[config.mk]
export PLATFORM = sky130hd
export DESIGN_NAME = risc8_sequencer
export DESIGN_NICKNAME = d
export VERILOG_FILES = /design/src/rtl/risc8_sequencer_pkg.sv /design/src/rtl/risc8_cycle_table.sv /design/src/rtl/risc8_sequencer.sv
export SDC_FILE = /design/constraint.sdc
export NUM_CORES = 1
export LEC_CHECK = 0
export ABC_CLOCK_PERIOD_IN_PS = 2900
export CORE_AREA = 2 2 52 54
export CTS_CLUSTER_DIAMETER = 50
export DETAILED_ROUTE_END_ITERATION = 10
export DIE_AREA = 0 0 54 56
export PLACE_DENSITY = 0.57
export SLEW_MARGIN = 10
export SYNTH_ARGS = -nofsm -noshare
export SYNTH_HDL_FRONTEND = slang
export SYNTH_SLANG_ARGS = --single-unit
export TNS_END_PERCENT = 30
[constraint.sdc]
create_clock -name clk -period 2.9 [get_ports clk]
set_input_delay 0.29 -clock clk [delete_from_list [all_inputs] [get_ports clk]]
set_output_delay 0.29 -clock clk [all_outputs]
set_load 0.02 [all_outputs]
[src/rtl/risc8_sequencer_pkg.sv]
// Shared RISC-8 sequencing definitions: instruction class codes, sequencer
// state encoding and the per-step strobe bundle.
package risc8_sequencer_pkg;

  localparam int NCLASS = 26;

  // Codes at or above NCLASS are reserved and execute as a 1-cycle NOP.
  typedef enum logic [4:0] {
    IS_ALU   = 5'd0,  IS_INC  = 5'd1,  IS_DEC   = 5'd2,  IS_COM   = 5'd3,
    IS_MOVW  = 5'd4,  IS_CLX  = 5'd5,  IS_IN    = 5'd6,  IS_OUT   = 5'd7,
    IS_ADIW  = 5'd8,  IS_MULU = 5'd9,  IS_LDS   = 5'd10, IS_LDXYZ = 5'd11,
    IS_LDYZQ = 5'd12, IS_PUSH = 5'd13, IS_POP   = 5'd14, IS_SBIS  = 5'd15,
    IS_LPM   = 5'd16, IS_RJMP = 5'd17, IS_IJMP  = 5'd18, IS_JMP   = 5'd19,
    IS_RCALL = 5'd20, IS_CALL = 5'd21, IS_RET   = 5'd22, IS_BRBC  = 5'd23,
    IS_CPSE  = 5'd24, IS_SBRC = 5'd25
  } instr_class_e;

  typedef enum logic [1:0] {
    S_BOOT = 2'd0,
    S_EXEC = 2'd1,
    S_SKIP = 2'd2
  } state_e;

  typedef struct packed {
    logic pc_inc;
    logic pc_load;
    logic k_load;
    logic mem_req;
  } strobe_t;

endpackage

[src/rtl/risc8_cycle_table.sv]
// Combinational schedule: per instruction class and step, the datapath
// strobes, the final-step index and whether a skip sequence is requested.
module risc8_cycle_table
  import risc8_sequencer_pkg::*;
(
  input  logic [4:0] instr,
  input  logic [1:0] step,
  input  logic       skip_cond,
  output strobe_t    strobe,
  output logic [1:0] last,
  output logic       skip_req
);

  always_comb begin
    // NOTE: every output gets a default before the case, so no path leaves
    // a value unassigned and no latch is inferred.
    strobe   = '0;
    last     = 2'd0;
    skip_req = 1'b0;
    case (instr)
      IS_ADIW, IS_MULU: last = 2'd1;
      IS_LDS: begin
        last = 2'd1;
        strobe.k_load  = (step == 2'd0);
        strobe.pc_inc  = (step == 2'd0);
        strobe.mem_req = (step == 2'd1);
      end
      IS_LDXYZ, IS_LDYZQ, IS_PUSH, IS_POP, IS_SBIS: begin
        last = 2'd1;
        strobe.mem_req = (step == 2'd1);
      end
      IS_LPM: begin
        last = 2'd2;
        strobe.mem_req = (step == 2'd1);
      end
      IS_RJMP, IS_IJMP: begin
        last = 2'd1;
        strobe.pc_load = (step == 2'd0);
      end
      IS_JMP: begin
        last = 2'd2;
        strobe.k_load  = (step == 2'd0);
        strobe.pc_inc  = (step == 2'd0);
        strobe.pc_load = (step == 2'd1);
      end
      IS_RCALL: begin
        last = 2'd2;
        strobe.mem_req = (step == 2'd0) || (step == 2'd1);
        strobe.pc_load = (step == 2'd1);
      end
      IS_CALL: begin
        last = 2'd3;
        strobe.k_load  = (step == 2'd0);
        strobe.pc_inc  = (step == 2'd0);
        strobe.mem_req = (step == 2'd1) || (step == 2'd2);
        strobe.pc_load = (step == 2'd2);
      end
      IS_RET: begin
        last = 2'd3;
        strobe.mem_req = (step == 2'd0) || (step == 2'd1);
        strobe.pc_load = (step == 2'd2);
      end
      IS_BRBC: begin
        // A taken branch loads the target in c0 and refills in c1.
        last = (step == 2'd0 && !skip_cond) ? 2'd0 : 2'd1;
        strobe.pc_load = (step == 2'd0) && skip_cond;
      end
      IS_CPSE, IS_SBRC: skip_req = (step == 2'd0) && skip_cond;
      default: ;
    endcase
  end

endmodule

[src/rtl/risc8_sequencer.sv]
// RISC-8 multi-cycle sequencer: step counter, skip FSM and memory-wait
// gating wrapped around the per-class cycle table.
module risc8_sequencer
  import risc8_sequencer_pkg::*;
(
  input  logic       clk,
  input  logic       reset_n,
  input  logic [4:0] instr,
  input  logic       skip_cond,
  input  logic       next_two_word,
  input  logic       mem_ready,
  output logic [1:0] cycle,
  output logic       ir_load,
  output logic       pc_inc,
  output logic       pc_load,
  output logic       k_load,
  output logic       mem_req,
  output logic       squash,
  output logic       busy
);

  state_e     state, state_nx;
  logic [1:0] cnt, cnt_nx;
  logic       extra, extra_nx;

  strobe_t    stb;
  logic [1:0] last;
  logic       skip_req;
  logic       stall, fin, last_skip;

  risc8_cycle_table u_table (
    .instr     (instr),
    .step      (cnt),
    .skip_cond (skip_cond),
    .strobe    (stb),
    .last      (last),
    .skip_req  (skip_req)
  );

  always_ff @(posedge clk or negedge reset_n) begin
    if (!reset_n) begin
      state <= S_BOOT;
      cnt   <= 2'd0;
      extra <= 1'b0;
    end else begin
      // NOTE: non-blocking assignments so every flop updates from the
      // pre-edge values, independent of statement order.
      state <= state_nx;
      cnt   <= cnt_nx;
      extra <= extra_nx;
    end
  end

  always_comb begin
    state_nx  = state;
    cnt_nx    = cnt;
    extra_nx  = extra;
    cycle     = 2'd0;
    ir_load   = 1'b0;
    pc_inc    = 1'b0;
    pc_load   = 1'b0;
    k_load    = 1'b0;
    mem_req   = 1'b0;
    squash    = 1'b0;
    busy      = 1'b0;
    stall     = stb.mem_req & ~mem_ready;
    // ">=" rather than "==" so a code change mid-instruction still terminates.
    fin       = (cnt >= last) & ~skip_req;
    last_skip = extra | ~next_two_word;

    case (state)
      S_BOOT: begin
        ir_load  = 1'b1;
        pc_inc   = 1'b1;
        state_nx = S_EXEC;
        cnt_nx   = 2'd0;
      end
      S_EXEC: begin
        cycle   = cnt;
        mem_req = stb.mem_req;
        pc_inc  = (stb.pc_inc | fin) & ~stall;
        pc_load = stb.pc_load & ~stall;
        k_load  = stb.k_load & ~stall;
        ir_load = fin & ~stall;
        busy    = ~fin;
        if (!stall) begin
          if (skip_req) begin
            state_nx = S_SKIP;
            cnt_nx   = 2'd1;
            extra_nx = 1'b0;
          end else if (fin) begin
            cnt_nx = 2'd0;
          end else begin
            cnt_nx = cnt + 2'd1;
          end
        end
      end
      S_SKIP: begin
        // The extra flag marks the second word of a skipped 2-word opcode.
        cycle   = cnt;
        pc_inc  = 1'b1;
        squash  = 1'b1;
        ir_load = last_skip;
        busy    = ~last_skip;
        if (last_skip) begin
          state_nx = S_EXEC;
          cnt_nx   = 2'd0;
          extra_nx = 1'b0;
        end else begin
          cnt_nx   = cnt + 2'd1;
          extra_nx = 1'b1;
        end
      end
      default: begin
        state_nx = S_BOOT;
        cnt_nx   = 2'd0;
        extra_nx = 1'b0;
      end
    endcase

    if (!reset_n) begin
      cycle   = 2'd0;
      ir_load = 1'b0;
      pc_inc  = 1'b0;
      pc_load = 1'b0;
      k_load  = 1'b0;
      mem_req = 1'b0;
      squash  = 1'b0;
      busy    = 1'b0;
    end
  end

endmodule
# Yosys cells after proc, flatten, opt, wreduce, memory -nomap -nowiden
# Cells that the tools add are included.
[word_totals]
output_inout_bits = 9
regBits = 5
elab_cells = 100
[classes]
addsub = 1
mux = 35
order_cmp = 1
bitwise_logic = 15
reduce_logical = 20
eq_ne = 25
[ops]
columns = ["op", "n"]
rows = [
  ["$eq A5 B5 Y1 const B", 10],
  ["$eq A5 B4 Y1 const B", 8],
  ["$mux W2", 9],
  ["$mux W1", 17],
  ["$reduce_or A2 Y1", 7],
  ["$reduce_or A10 Y1", 1],
  ["$pmux W1 S3", 3],
  ["$pmux W2 S4", 1],
  ["$not A1 Y1", 7],
  ["$reduce_or A7 Y1", 1],
  ["$and A1 B1 Y1", 6],
  ["$ne A2 B2 Y1 const B", 3],
  ["$pmux W2 S3", 1],
  ["$reduce_and A3 Y1", 2],
  ["$reduce_or A3 Y1", 2],
  ["$eq A2 B1 Y1 const B", 2],
  ["$eq A2 B2 Y1 const B", 2],
  ["$logic_not A2 Y1", 2],
  ["$pmux W1 S2", 2],
  ["$pmux W1 S4", 1],
  ["$pmux W2 S2", 1],
  ["$add A2 B1 Y2 const B", 1],
  ["$ge A2 B2 Y1", 1],
  ["$logic_and A1 B1 Y1", 2],
  ["3 further kinds", 5],
]

# Longest topological paths before layout
# Gate-level depths: netlist of the first run.
[depth]
word_depth = 10
depth_mapped = 12
ltp_nobuf = 12

# By module
# A second synthesis of the first run with hierarchy kept.
[unflattened]
cells_unflattened = 103
area_unflattened_um2 = 770.7
[modules_own_cells]
columns = ["mod", "seq_area_each_um2", "instances", "cells_per_inst", "area_per_inst_um2"]
rows = [
  ["risc8_sequencer", 125.1, 1, 63, 508.0],
  ["risc8_cycle_table", 0.0, 1, 40, 262.8],
]

# Worst setup path before layout of the first run
# Ideal clock, no wire load.
[synth_timing]
path_type = "register to output"
startpoint = "register cnt[0]"
endpoint = "output port busy"
stages_incl_launch_ff = 12
setup_slack_ps = 244
t_arrival_ps = 2366
path_cell_list = "dfrtp_1 > inv_1 > ha_1 > inv_1 > o21ai_0 > a31oi_1 > mux2_2 > ha_1 > nand2b_1 > a21oi_1 > o21ai_0 > a21oi_1"
[synth_between]
elab_chain_len = 9
word_cells_on_any_way = 12
[synth_rtl]
columns = ["element", "line", "text"]
rows = [
  ["from (decl)", "risc8_sequencer.sv:23", "logic [1:0] cnt, cnt_nx;"],
  ["from (signal assigned)", "risc8_sequencer.sv:49", "cnt <= cnt_nx;"],
  ["$logic_not A2 Y1", "risc8_cycle_table.sv:65, risc8_cycle_table.sv:68", ""],
  ["$logic_and A1 B1 Y1", "risc8_cycle_table.sv:65", "last = (step == 2'd0 && !skip_cond) ? 2'd0 : 2'd1;"],
  ["$mux W1", "risc8_cycle_table.sv:65", ""],
  ["$pmux W2 S4", "risc8_cycle_table.sv:20", "case (instr)"],
  ["$ge A2 B2 Y1", "risc8_sequencer.sv:68", "fin = (cnt >= last) & ~skip_req;"],
  ["$and A1 B1 Y1 (*)", "risc8_sequencer.sv:68", ""],
  ["$not A1 Y1 (*)", "risc8_sequencer.sv:85", "busy = ~fin;"],
  ["$pmux W1 S2 (*)", "risc8_sequencer.sv:71", "case (state)"],
  ["$mux W1 (*)", "risc8_sequencer.sv:121", "if (!reset_n) begin"],
  ["to (decl)", "risc8_sequencer.sv:19", "output logic busy"],
]
# Every way passes the cells marked *; elsewhere a longest branch is shown, timed or not.

# Worst setup path after layout of the first run
[layout_timing]
startpoint = "register cnt[0]"
endpoint = "output port pc_inc"
[layout_between]
elab_chain_len = 10
word_cells_on_any_way = 21
[layout_rtl]
columns = ["element", "line", "text"]
rows = [
  ["$logic_not A2 Y1", "n/a", ""],
  ["$logic_and A1 B1 Y1", "risc8_cycle_table.sv:65", ""],
  ["$mux W1", "risc8_cycle_table.sv:65", ""],
  ["$pmux W2 S4", "risc8_cycle_table.sv:20", ""],
  ["$ge A2 B2 Y1", "risc8_sequencer.sv:68", ""],
  ["$and A1 B1 Y1", "risc8_sequencer.sv:68", ""],
  ["$or A1 B1 Y1", "risc8_sequencer.sv:81", "pc_inc = (stb.pc_inc | fin) & ~stall;"],
  ["$and A1 B1 Y1 (*)", "risc8_sequencer.sv:81", ""],
  ["$pmux W1 S2 (*)", "risc8_sequencer.sv:71", ""],
  ["$mux W1 (*)", "risc8_sequencer.sv:121", ""],
  ["to (decl)", "risc8_sequencer.sv:14", "output logic pc_inc,"],
]
# Marks and branches as above.

==> results of run 1 <==
## logic make-up (layout without fill, tap and decap cells)
kind of cell,after synthesis,after routing
xor gates and xnor gates,1,1
buffers and inverters,13,49
DFF,5,5
adders and majority gates,10,10
muxes,5,5
and+or+nand+nor,41,41
AOI/OAI and AO/OA,30,30
## final cells by class
type,count,share of cell area [%]
inverter,9,2.882
multi-input combinational,87,54.75
sequential,5,10.67
timing repair buffer,36,26.25
tap,30,3.202
clock buffer,4,2.241
## power by group through the flow
stage,combinational [mW],sequential (mW),clock (mW)
after floorplan,0.299,0.117,0
after global placement,0.463,0.117,0
after detailed placement,0.465,0.119,0
after CTS,0.456,0.117,0.0831
after global routing,0.518,0.121,0.0903
final,0.458,0.117,0.0780
## state kept, by name, summed over array words and instances, names as in the netlist
| name | flops |
|---|---|
| extra | 1 |
| state | 2 |
| cnt | 2 |
## repair_timing
item / CTS / global route
gates resized for setup: 10 / 7
endpoints found under the hold margin: 0 / 0
pin swaps: 0 / 2
setup endpoints to repair: 3 / 4
## worst max-delay path by stage
stage,start,to,slack [ns],cells after the start
final,cnt[0],pc_inc,0.16,13
after global routing,cnt[1],pc_inc,-0.03,13
after CTS,cnt[0],ir_load,0.0007,13
after detailed placement,skip_cond,pc_inc,-0.23,11
after global placement,skip_cond,busy,-0.22,10
after floorplan,cnt[0],busy,0.24,11
## layer usage
layer  wire length [um]  part of all wire, %  GRT usage, %  vias to the layer above
li1                   -                    -             -                      447
met1                949                   47         19.71                      384
met2                969                   48         24.56                       15
met3                 59                  2.9        0.8065                        4
met4                 31                  1.5         7.500                        0
met5                  0                    0             0                        -
## cell usage in the layout (no fill, tap or decap), types with 2 or more instances in the layout
master and n:
o21ai_0 7, ha_1 10, clkdlybuf4s50_1 14, nor2_1 8, a21oi_2 2, nand3_1 5
a21o_1 2, nand2b_1 6, nand2_1 5, a21oi_1 7, dfrtp_1 5, inv_1 9
mux2_4 2, mux2_2 3, clkbuf_4 3, nor3_1 2, buf_4 20, nand3b_1 2
## worst register-to-register path: cells and delay by family (launching register included)
kind	cells	cell delay, ns
AOI/OAI and AO/OA	5	0.72
muxes	2	0.44
adders and majority gates	2	0.43
DFF	1	0.37
and+or+nand+nor	1	0.18
buffers and inverters	2	0.13
==> impl_metrics.toml, run 1 <==
[run_status]
status = "finished clean"

[global_routing]
grtUsageTotal_pct = 15.15
grt_max_degree = 13
grt_pass1_wl_mm = 3.443
grt-ovfl-total = 0
grt_pass1_vias = 831
antenna_found_initial = 0

[route]
first_pass_iters = 4
drc_errors = 0
vias = 850
wire_per_inst_um = 11.75
ant_nets = 0
wirelength_mm = 2.010
avgViaCountPerCell = 4.971
drt_iter0_drc = 3

[clocking]
cts_tree = "done"
cts_made_buffers = 3
clockRootBuffer = "clkbuf_4"
post_cts_buffers = 0
cts_max_level = 1
clock-sinks = 5
clk_pin_slew_ns = 0.04
clock_path_buffers = 2
clk-insertion-delay-late_ns = 0.24
cts_hold_buf = 0

[worst_hold_path]
hp-class = "in2async"

[sta]
drv_slew = 0
rsz0062_at_grt = "yes"
finalHoldViolations = 0
finalSetupViolations = 0
tns_ns = 0
skew_ns = 0.0001110
period_minus_slack_ns = 2.742
max_slew_margin_pct = 78.04
tightest_slew_ns = 0.3260
fin_ws_ns = 0.1578
post-route-period-util_pct = 94.56
timing.hold.ws_ns = 0.4159
fmax_ghz = 0.3647

[synth]
yosys_most_used_dff = "dfrtp_1"
synth_top_area_share_pct = 15.41
synthMuxAreaShare_pct = 7.858
synth-compound-area-share_pct = 24.35
yosys-top-cells-area = "dfrtp_1 (15%), ha_1 (15%), a21oi_1 (5.5%), o21ai_0 (4.9%), nand2b_1 (4.6%)"
yosys.area_share.simple_pct = 29.43
netlist_top_cells_count = "ha_1 (10), a21oi_1 (9), inv_1 (9), nor2_1 (8), o21ai_0 (8)"
synth_top_family_by_area = "simple AND/OR/NAND/NOR gates"
synth_adder_area_share_pct = 15.41
syn-num-nets = 125
yosys.cell_count.top_type = "ha_1"
synth-xor-area-share_pct = 1.079
async_flop_share_pct = 100.0
synth_cell_type_count = 41
syn_inst = 105
syn_area_per_cell_um2 = 7.734
ys_ff_latch = 5
yosys_warnings = 0
synth_edf_count = 0
syn_area_um2 = 812.0
synth_top_area_cell = "dfrtp_1"
ys_seq_area_share_pct = 15.41

[placement]
dp_slack_ns = -0.2274
gp_congestion = 0.7781
dpl.cell_count = 167
detailed_place_hpwl_mm = 1.711
place_area_mm2 = 0.001146
io_buffers = 18

[critical_path]
arrival_ns = 2.45
crit_fanout = 4
crit_family = "compound AO/OA/AOI/OAI gates"
rr_worst_depth = 12
cp-start-kind = "flop"
critical_path_class = "reg2out"
required_ns = 2.61
critPathCaptureType = "output port"
max_stage_delay_ns = 0.37
crit_chain = "inv_1, ha_1, inv_1, o21ai_1, a31oi_1, mux2_2, ha_1, nand2b_1, a21oi_2, o21ai_0, nand3_1, a21oi_2, buf_4"
cp_num_buf_inv = 3
r2r-end = "cnt[0]"
reg2reg_from = "cnt[0]"
worst-r2r-setup-slack_ns = 0.58
slowest_stage = "dfrtp_1"

[finish]
fin_util_pct = 48.20
drive_above_1_share_pct = 25.53
nets = 162
n_antenna_cell = 0
ff_latch_area_um2 = 125.1
multiInputGateArea_um2 = 641.9
fill_cells = 255
final_cells = 171
postLayoutCellArea_mm2 = 0.001172
area_growth_pct = 44.38

[power_and_ir_drop]
p_switching_mw = 0.2890
powerDensity_mw_per_mm2 = 557.4
p_int_mw = 0.3645
sw_frac_of_total_pct = 44.22
power.leakage_nw = 0.5370
peakVddDrop_mv = 0.4300
clkPwrFrac_pct = 11.9
seqPwrFrac_pct = 18.0
p_total_mw = 0.6535
p_comb_share_pct = 70.1

[floorplanning]
num_rows = 18
dieArea_mm2 = 0.003024
fp.dieH_um = 56
start_util_pct = 33.38
chipWidth_um = 54
io_pins = 19
core_mm2 = 0.002432

[run]
max_cap_viol_count = 0
(Power assumes the default switching activity.)
==> run 2: changes to the inputs <==
Settings changed: CORE_AREA 2 2 52 54 to 2 2 44 46, DIE_AREA 0 0 54 56 to 0 0 46 48, GPL_TIMING_DRIVEN from default to 0, PLACE_DENSITY 0.57 to 0.76.
==> impl_metrics.toml, run 2 (same netlist as run 1, synthesis figures left out) <==
[finish]
n_antenna_cell = 0
final_cells = 147
drive_above_1_share_pct = 22.31
postLayoutCellArea_mm2 = 0.001090
fin_util_pct = 64.52
nets = 151
mostFrequentLayoutCells = "clkdlybuf4s50_1 (13), ha_1 (9), nor2_1 (8), a21oi_1 (8), inv_1 (7)"
area_growth_pct = 34.21
final_common_cell = "clkdlybuf4s50_1"
largestRegisters = "cnt (2), state (2), extra (1)"

[critical_path]
worst-r2r-setup-slack_ns = 0.51
reg2reg_from = "cnt[0]"
rr_worst_depth = 12
crit_chain = "inv_2, ha_4, inv_1, o21ai_2, a31oi_1, mux2_2, ha_1, nand2b_4, a21oi_4, o21ai_1, nand3_1, a21oi_1, buf_4"
critical_path_class = "reg2out"
crit_family = "compound AO/OA/AOI/OAI gates"
required_ns = 2.61
crit_fanout = 4
critPathCaptureType = "output port"
max_stage_delay_ns = 0.40
cp_num_buf_inv = 3
arrival_ns = 2.47
slowest_stage = "dfrtp_1"
r2r-end = "cnt[0]"
crit_cells = 13
cp-start-kind = "flop"

[global_routing]
grt_pass1_vias = 740
grtUsageTotal_pct = 19.70
grt_pass1_wl_mm = 3.070
grt-ovfl-total = 0
grt_max_degree = 11
antenna_found_initial = 0

[run]
max_cap_viol_count = 0

[placement]
dp_slack_ns = -0.5060
io_buffers = 18
place_area_mm2 = 0.001013
detailed_place_hpwl_mm = 1.466
dpl.cell_count = 140
gp_congestion = 0.8834

[clocking]
cts_hold_buf = 0
cts_tree = "done"
clk_pin_slew_ns = 0.05
clockRootBuffer = "clkbuf_4"
clock-sinks = 5
cts_made_buffers = 3
cts_max_level = 1
clock_path_buffers = 2
clk-insertion-delay-late_ns = 0.26

[sta]
tns_ns = 0
post-route-period-util_pct = 95.14
finalHoldViolations = 0
max_slew_margin_pct = 70.75
skew_ns = 0.002573
tightest_slew_ns = 0.4354
fin_ws_ns = 0.1409
drv_slew = 0
fmax_ghz = 0.3624
finalSetupViolations = 0
rsz0062_at_grt = "yes"
timing.hold.ws_ns = 0.3141
period_minus_slack_ns = 2.759

[route]
wire_per_inst_um = 13.45
wirelength_mm = 1.977
ant_nets = 0
avgViaCountPerCell = 5.633
first_pass_iters = 4
drt_iter0_drc = 12
vias = 828
drc_errors = 0

[floorplanning]
io_pins = 19
fp.dieH_um = 48
start_util_pct = 48.07
chipWidth_um = 46
dieArea_mm2 = 0.002208
core_mm2 = 0.001689
num_rows = 15

[power_and_ir_drop]
peakVddDrop_mv = 0.5921
powerDensity_mw_per_mm2 = 612.0
p_total_mw = 0.6670
power.leakage_nw = 0.4931

[worst_hold_path]
hp-class = "in2async"

[run_status]
status = "finished clean"
## run 2: cell types whose count changed in the layout (fill, tap and decap cells not counted), sizes merged
cell           previous run  this run
clkbuf                    5         4
clkdlybuf4s50            14        13
buf                      20         9
dlygate4sd2               0         1
clkinv                    0         1
## run 2: worst max-delay path by stage
stage	startpoint	slack (ns)	endpoint
after floorplan	cnt[0]	0.24	busy
after global placement	instr[1]	-0.48	busy
after detailed placement	instr[1]	-0.51	busy
after CTS	cnt[0]	0.001	ir_load
after global routing	cnt[0]	-0.02	pc_inc
final	cnt[0]	0.14	pc_inc
## run 2: area by class of cell
cell class	count	area [um^2]
fill	138	599.3
timing repair buffer	21	193.9
multi-input combinational	87	669.4
clock inverter	1	5.005
sequential	5	125.1
clock buffer	3	22.52
inverter	9	33.78
tap	17	21.27
buffer	4	18.77
## run 2: power breakdown
part	total [mW]	switching (mW)	leakage, nW	internal [mW]
registers	0.122	0.0254	0.0662	0.0963
logic	0.460	0.249	0.409	0.211
clock network	0.0852	0.0350	0.0177	0.0502
total	0.667	0.310	0.493	0.357
## run 2: timing repair
item                       CTS  global route
setup endpoints to repair    3             4
gates resized for setup     17            10
setup buffers                2             1
pin swaps                    1             2
## run 2: routing by layer
| metal | share of wire [%] | track usage [%] | vias up |
|---|---|---|---|
| li1 | - | - | 431 |
| met1 | 46 | 25.68 | 373 |
| met2 | 48 | 31.94 | 22 |
| met3 | 5.3 | 6.792 | 2 |
| met4 | 0.40 | 3.429 | 0 |
| met5 | 0 | 0 | - |
